### config.mk
export PLATFORM = sky130hd
export DESIGN_NAME = delta_sequencer_flat
export DESIGN_NICKNAME = d
export VERILOG_FILES = /design/src/rtl/delta_sequencer_if.sv /design/src/rtl/delta_sequencer.sv /design/src/flat_wrapper.sv
export SDC_FILE = /design/constraint.sdc
export NUM_CORES = 1
export LEC_CHECK = 0
export BUFFER_PORTS_ARGS = -buffer_cell sky130_fd_sc_hd__buf_2
export CAP_MARGIN = 10
export CELL_PAD_IN_SITES_DETAIL_PLACEMENT = 1
export CELL_PAD_IN_SITES_GLOBAL_PLACEMENT = 2
export CORE_AREA = 5 5 53 55
export DETAILED_ROUTE_END_ITERATION = 10
export DIE_AREA = 0 0 58 60
export PLACE_DENSITY = 0.76
export SKIP_CTS_REPAIR_TIMING = 1
export SLEW_MARGIN = 15
export SYNTH_ARGS = -nofsm -noshare
export SYNTH_HDL_FRONTEND = slang
export SYNTH_SLANG_ARGS = --single-unit
export TNS_END_PERCENT = 1
### constraint.sdc
create_clock -name iCLK -period 1.4 [get_ports iCLK]
set_clock_uncertainty 0.05 [all_clocks]
set_input_delay 0.14 -clock iCLK [delete_from_list [all_inputs] [get_ports iCLK]]
set_output_delay 0.14 -clock iCLK [all_outputs]
set_load 0.02 [all_outputs]
### src/rtl/delta_sequencer_if.sv
// Control-only bundle between the Delta phase sequencer and its surroundings:
// batch control, the three-way upstream join, and the two-way downstream fork.
interface delta_sequencer_if #(
  parameter int NB = 4
);
  localparam int WC = $clog2(NB + 1);

  logic          iStart;
  logic          iTrain;
  logic          oMode;
  logic          oBusy;
  logic          oDone;
  logic          iValid_AS_Accum1;
  logic          oReady_AS_Accum1;
  logic          iValid_AS_Weight;
  logic          oReady_AS_Weight;
  logic          iValid_AS_Delta0;
  logic          oReady_AS_Delta0;
  logic          oLoad;
  logic          oValid_BM_Delta0;
  logic          iReady_BM_Delta0;
  logic          oValid_BM_Delta1;
  logic          iReady_BM_Delta1;
  logic [WC-1:0] oCount;

  // The sequencer owns the outputs.
  modport master (
    input  iStart, iTrain,
    input  iValid_AS_Accum1, iValid_AS_Weight, iValid_AS_Delta0,
    input  iReady_BM_Delta0, iReady_BM_Delta1,
    output oMode, oBusy, oDone, oLoad, oCount,
    output oReady_AS_Accum1, oReady_AS_Weight, oReady_AS_Delta0,
    output oValid_BM_Delta0, oValid_BM_Delta1
  );

  modport slave (
    output iStart, iTrain,
    output iValid_AS_Accum1, iValid_AS_Weight, iValid_AS_Delta0,
    output iReady_BM_Delta0, iReady_BM_Delta1,
    input  oMode, oBusy, oDone, oLoad, oCount,
    input  oReady_AS_Accum1, oReady_AS_Weight, oReady_AS_Delta0,
    input  oValid_BM_Delta0, oValid_BM_Delta1
  );
endinterface

### src/rtl/delta_sequencer.sv
// Handshake and phase controller for one layer's Delta datapath: joins three
// upstream streams into one load, forks it to two consumers, counts a batch.
module delta_sequencer #(
  parameter string HIDDEN = "yes",
  parameter int    NB     = 4
) (
  input  logic               iCLK,
  input  logic               iRST,
  delta_sequencer_if.master  bus
);

  localparam int            WC        = $clog2(NB + 1);
  localparam bit            UseDelta1 = (HIDDEN == "yes");
  localparam logic [WC-1:0] LastCount = WC'(NB - 1);
  localparam logic [WC-1:0] FullCount = WC'(NB);

  typedef enum logic [1:0] {
    IDLE  = 2'd0,
    RUN   = 2'd1,
    FLUSH = 2'd2,
    DONE  = 2'd3
  } state_e;

  state_e        state_q, state_d;
  logic          mode_q, mode_d;
  logic          vld0_q, vld0_d;
  logic          vld1_q, vld1_d;
  logic          busy_q, done_q;
  logic [WC-1:0] count_q, count_d;
  logic          allValid, free, fire;

  // A join fires only when every upstream is valid and both fork slots can take
  // the result, so no stream is ever consumed alone.
  always_comb begin
    allValid = bus.iValid_AS_Accum1 & bus.iValid_AS_Weight & bus.iValid_AS_Delta0;
    free     = (~vld0_q | bus.iReady_BM_Delta0) & (~vld1_q | bus.iReady_BM_Delta1);
    fire     = (state_q == RUN) & allValid & free;

    vld0_d   = fire | (vld0_q & ~bus.iReady_BM_Delta0);
    vld1_d   = UseDelta1 & (fire | (vld1_q & ~bus.iReady_BM_Delta1));

    state_d  = state_q;
    mode_d   = mode_q;
    count_d  = count_q;

    case (state_q)
      IDLE: begin
        if (bus.iStart) begin
          state_d = RUN;
          mode_d  = bus.iTrain;
          count_d = '0;
        end
      end
      RUN: begin
        if (fire) begin
          if (count_q != FullCount) count_d = count_q + 1'b1;
          if (count_q == LastCount) state_d = FLUSH;
        end
      end
      // Leave as soon as the last result drains, not one cycle later.
      FLUSH: begin
        if (!vld0_d && !vld1_d) state_d = DONE;
      end
      DONE: begin
        state_d = IDLE;
      end
      default: begin
        state_d = IDLE;
      end
    endcase
  end

  always_ff @(posedge iCLK or posedge iRST) begin
    if (iRST) begin
      state_q <= IDLE;
      mode_q  <= 1'b0;
      vld0_q  <= 1'b0;
      vld1_q  <= 1'b0;
      busy_q  <= 1'b0;
      done_q  <= 1'b0;
      count_q <= '0;
    end else begin
      state_q <= state_d;
      mode_q  <= mode_d;
      vld0_q  <= vld0_d;
      vld1_q  <= vld1_d;
      busy_q  <= (state_d == RUN) || (state_d == FLUSH);
      done_q  <= (state_d == DONE);
      count_q <= count_d;
    end
  end

  assign bus.oReady_AS_Accum1 = fire;
  assign bus.oReady_AS_Weight = fire;
  assign bus.oReady_AS_Delta0 = fire;
  assign bus.oLoad            = fire;
  assign bus.oValid_BM_Delta0 = vld0_q;
  assign bus.oValid_BM_Delta1 = vld1_q;
  assign bus.oMode            = mode_q;
  assign bus.oBusy            = busy_q;
  assign bus.oDone            = done_q;
  assign bus.oCount           = count_q;

endmodule
### src/flat_wrapper.sv
// flat-port wrapper written by rule: the top's interface ports become plain ports
module delta_sequencer_flat 
#(
  parameter string HIDDEN = "   ",
  parameter int    NB     = 4
)
  (iCLK, iRST, bus_iStart, bus_iTrain, bus_iValid_AS_Accum1, bus_iValid_AS_Weight, bus_iValid_AS_Delta0, bus_iReady_BM_Delta0, bus_iReady_BM_Delta1, bus_oMode, bus_oBusy, bus_oDone, bus_oLoad, bus_oCount, bus_oReady_AS_Accum1, bus_oReady_AS_Weight, bus_oReady_AS_Delta0, bus_oValid_BM_Delta0, bus_oValid_BM_Delta1);
  delta_sequencer_if #(.NB(NB)) bus_i ();
  input  logic iCLK;
  input  logic iRST;
  input wire logic [$bits(bus_i.iStart)-1:0] bus_iStart;
  input wire logic [$bits(bus_i.iTrain)-1:0] bus_iTrain;
  input wire logic [$bits(bus_i.iValid_AS_Accum1)-1:0] bus_iValid_AS_Accum1;
  input wire logic [$bits(bus_i.iValid_AS_Weight)-1:0] bus_iValid_AS_Weight;
  input wire logic [$bits(bus_i.iValid_AS_Delta0)-1:0] bus_iValid_AS_Delta0;
  input wire logic [$bits(bus_i.iReady_BM_Delta0)-1:0] bus_iReady_BM_Delta0;
  input wire logic [$bits(bus_i.iReady_BM_Delta1)-1:0] bus_iReady_BM_Delta1;
  output wire logic [$bits(bus_i.oMode)-1:0] bus_oMode;
  output wire logic [$bits(bus_i.oBusy)-1:0] bus_oBusy;
  output wire logic [$bits(bus_i.oDone)-1:0] bus_oDone;
  output wire logic [$bits(bus_i.oLoad)-1:0] bus_oLoad;
  output wire logic [$bits(bus_i.oCount)-1:0] bus_oCount;
  output wire logic [$bits(bus_i.oReady_AS_Accum1)-1:0] bus_oReady_AS_Accum1;
  output wire logic [$bits(bus_i.oReady_AS_Weight)-1:0] bus_oReady_AS_Weight;
  output wire logic [$bits(bus_i.oReady_AS_Delta0)-1:0] bus_oReady_AS_Delta0;
  output wire logic [$bits(bus_i.oValid_BM_Delta0)-1:0] bus_oValid_BM_Delta0;
  output wire logic [$bits(bus_i.oValid_BM_Delta1)-1:0] bus_oValid_BM_Delta1;
  assign bus_i.iStart = bus_iStart;
  assign bus_i.iTrain = bus_iTrain;
  assign bus_i.iValid_AS_Accum1 = bus_iValid_AS_Accum1;
  assign bus_i.iValid_AS_Weight = bus_iValid_AS_Weight;
  assign bus_i.iValid_AS_Delta0 = bus_iValid_AS_Delta0;
  assign bus_i.iReady_BM_Delta0 = bus_iReady_BM_Delta0;
  assign bus_i.iReady_BM_Delta1 = bus_iReady_BM_Delta1;
  assign bus_oMode = bus_i.oMode;
  assign bus_oBusy = bus_i.oBusy;
  assign bus_oDone = bus_i.oDone;
  assign bus_oLoad = bus_i.oLoad;
  assign bus_oCount = bus_i.oCount;
  assign bus_oReady_AS_Accum1 = bus_i.oReady_AS_Accum1;
  assign bus_oReady_AS_Weight = bus_i.oReady_AS_Weight;
  assign bus_oReady_AS_Delta0 = bus_i.oReady_AS_Delta0;
  assign bus_oValid_BM_Delta0 = bus_i.oValid_BM_Delta0;
  assign bus_oValid_BM_Delta1 = bus_i.oValid_BM_Delta1;
  delta_sequencer #(.HIDDEN(HIDDEN), .NB(NB)) u_core (.iCLK(iCLK), .iRST(iRST), .bus(bus_i));
endmodule
==> metrics <==
Slew Limit Fails 0; Peak VDD IR 0.518 mV; Post-Syn Area 508 um^2; commonest cells after routing, fill and taps aside buf_2 (14), buf_4 (8), nand2_1 (7), dfrtp_1 (7), buf_6 (6); Synth Instances 50; DRC violations left 0; fin util 0.330; Ports 21; cell mode on critical path buf_6; fin cells 109; final total power 1.20 mW; CTS sink count 9; Worst setup EP type output port; syn_nets 63; vias in the first global route 470; CP startpoint kind flop; die width roughly 58 um; drt initial violations 0; HPWL Detailed 1030 um; Top Family by Delay on Critical Path simple AND/OR/NAND/NOR gates; clock-pin slew on the worst setup and hold paths about 60 ps; CP bufs+invs 2; Final GP Congestion 0.752; CP max-delay cell dfrtp_1; CTS root buf clkbuf_4; Layout Area Growth over Synthesis 52.2%; final number of hold-violating endpoints 0; largest net degree at the start of global routing 10; WL per Instance 11.6 um; CP arrival ~1300 ps; multi-input logic area 259 um^2; Cells after DPL approximately 100; Site Rows 18; DRT Wirelength around 1300 um; Crit Path Class reg -> out; RSZ-0062 raised after global routing yes; GRT Total Usage 0.0832; combinational power share 0.506; Seq/Total Area, Yosys 0.443; die height 60 um; reg-to-reg slack, setup -100 ps; DRT Pass-1 Iters 1; Synth Area per Inst 10.2 um^2; register bit total from synthesis 9; Via density 4.03; initial core utilization 0.217; setup ws final -134 ps; failing checks negative setup slack; core area 2340 um^2; critical path data required time 1210 ps; status finished, violations left; FFs w/ async S/R, synth 1.00; Static Leak ~0.42 nW; worst skew pair latency 260 ps; Cell variety after synth 22; worst hold margin between 50 and 60 ps; Die ar. approximately 3500 um^2; Most used DFF post-synth dfrtp_1; port bufs 18; Num CTS Buffers 3; CTS Buffer Depth 2; f_max 0.652 GHz; pwr dens ~1500 nW/um^2; part of the cycle the worst path needs 1.10; n_diodes 0; HP Class in -> reg; NetSw approximately 0.45 mW; initial antenna violation count 0; worst-path fanout max 4; first-pass GRT wire length 2000 um; Clk pwr share 0.171; EDFF count, synth 0; Largest stage delay, worst path 370 ps; gr ovfl total 0; Yosys Warn Count 0; Critical Path, Cell by Cell and2b_4 > buf_6 > nand2_4 > nor2_4 > buf_6; final net count 93; ANT nets after route 0; switch share 0.375; P_int 0.747 mW; max-cap violation count 0; sequential share of power 0.323; Placement Setup Slack -150 ps; register area 228 um^2; # fillers 289; routed vias 439; CTS tree yes; share of cells above drive strength 1 0.494; Finish-stage setup viols 9; fin crit period 1530 ps; commonest non-fill, non-tap cell in the layout buf_2; H-tree depth 1
## flip-flops by register name (all words and copies together), names as in the netlist
register / flops
u_core.bus.oCount: 3
u_core.state_q: 2
u_core.bus.oBusy: 1
u_core.bus.oDone: 1
u_core.bus.oMode: 1
u_core.bus.oValid_BM_Delta0: 1
## cells in the mapped netlist (2+ instances only)
cell / instances / area, um^2
mux2i_1: 2 / 20.0
dfrtp_1: 9 / 225
ha_1: 4 / 50.1
buf_4: 4 / 30.0
nor2_1: 2 / 7.51
nand2_1: 8 / 30.0
nand2b_1: 2 / 12.5
inv_1: 4 / 15.0
nand4_1: 2 / 12.5
## worst register-to-register path, cell delays in order (launching register included)
cell	delay, ps
dfrtp_1	370
buf_4	140
or3b_4	380
o21ai_0	90
a21o_1	120
ha_1	220
## cell families after synthesis
logic type / after synthesis / share of synthesized area
fa+ha+maj: 4 / 0.0985
compound gates: 4 / 0.0640
mux: 3 / 0.0690
other cells: 1 / 0.00738
flops: 9 / 0.443
buf+inv: 8 / 0.0887
simple gates: 21 / 0.229
## layer usage
metal  global-route usage  vias to the layer above  wire (um)
li1                     -                      223          -
met1               0.0798                      201        528
met2                0.140                       10        640
met3               0.0130                        5         32
met4               0.0993                        0         61
met5                    0                        -          0
## layout make-up
| class | count | share of cell area |
|---|---|---|
| multi-input cells | 33 | 0.335 |
| well taps | 30 | 0.0485 |
| inverters | 4 | 0.0194 |
| repair buffers | 29 | 0.269 |
| clock buffers | 4 | 0.0340 |
| flip-flops and latches | 9 | 0.294 |
## power groups by stage
| stage | clock, mW | combinational [mW] | sequential (mW) |
|---|---|---|---|
| final | 0.204 | 0.606 | 0.387 |
| after global routing | 0.231 | 0.672 | 0.396 |
| after CTS | 0.216 | 0.557 | 0.388 |
| after detailed placement | 0 | 0.556 | 0.393 |
| after global placement | 0 | 0.545 | 0.387 |
| after floorplan | 0 | 0.245 | 0.478 |
## path summary, 6_finish.rpt
kind                            cells after the start                   end         startpoint
worst max-delay path                                5             bus_oLoad  u_core.state_q[1]
worst min-delay path                                2      u_core.bus.oMode         bus_iTrain
worst max register to register                      5      u_core.bus.oBusy  u_core.state_q[1]
worst min register to register                      1      u_core.bus.oMode   u_core.bus.oMode
max in group asynchronous                           3  u_core.bus.oCount[1]               iRST
min in group asynchronous                           3     u_core.state_q[1]               iRST
## stage by stage
| step | instance area [um^2] | setup TNS (ps) |
|---|---|---|
| after floorplan | 513 | -142 |
| after global placement | 671 | -91.9 |
| after detailed placement | 671 | -242 |
| after CTS | 697 | -1140 |
| after global routing | 773 | -1500 |
| final | 773 | -847 |
No activity file was read; power rests on OpenSTA's default activity.
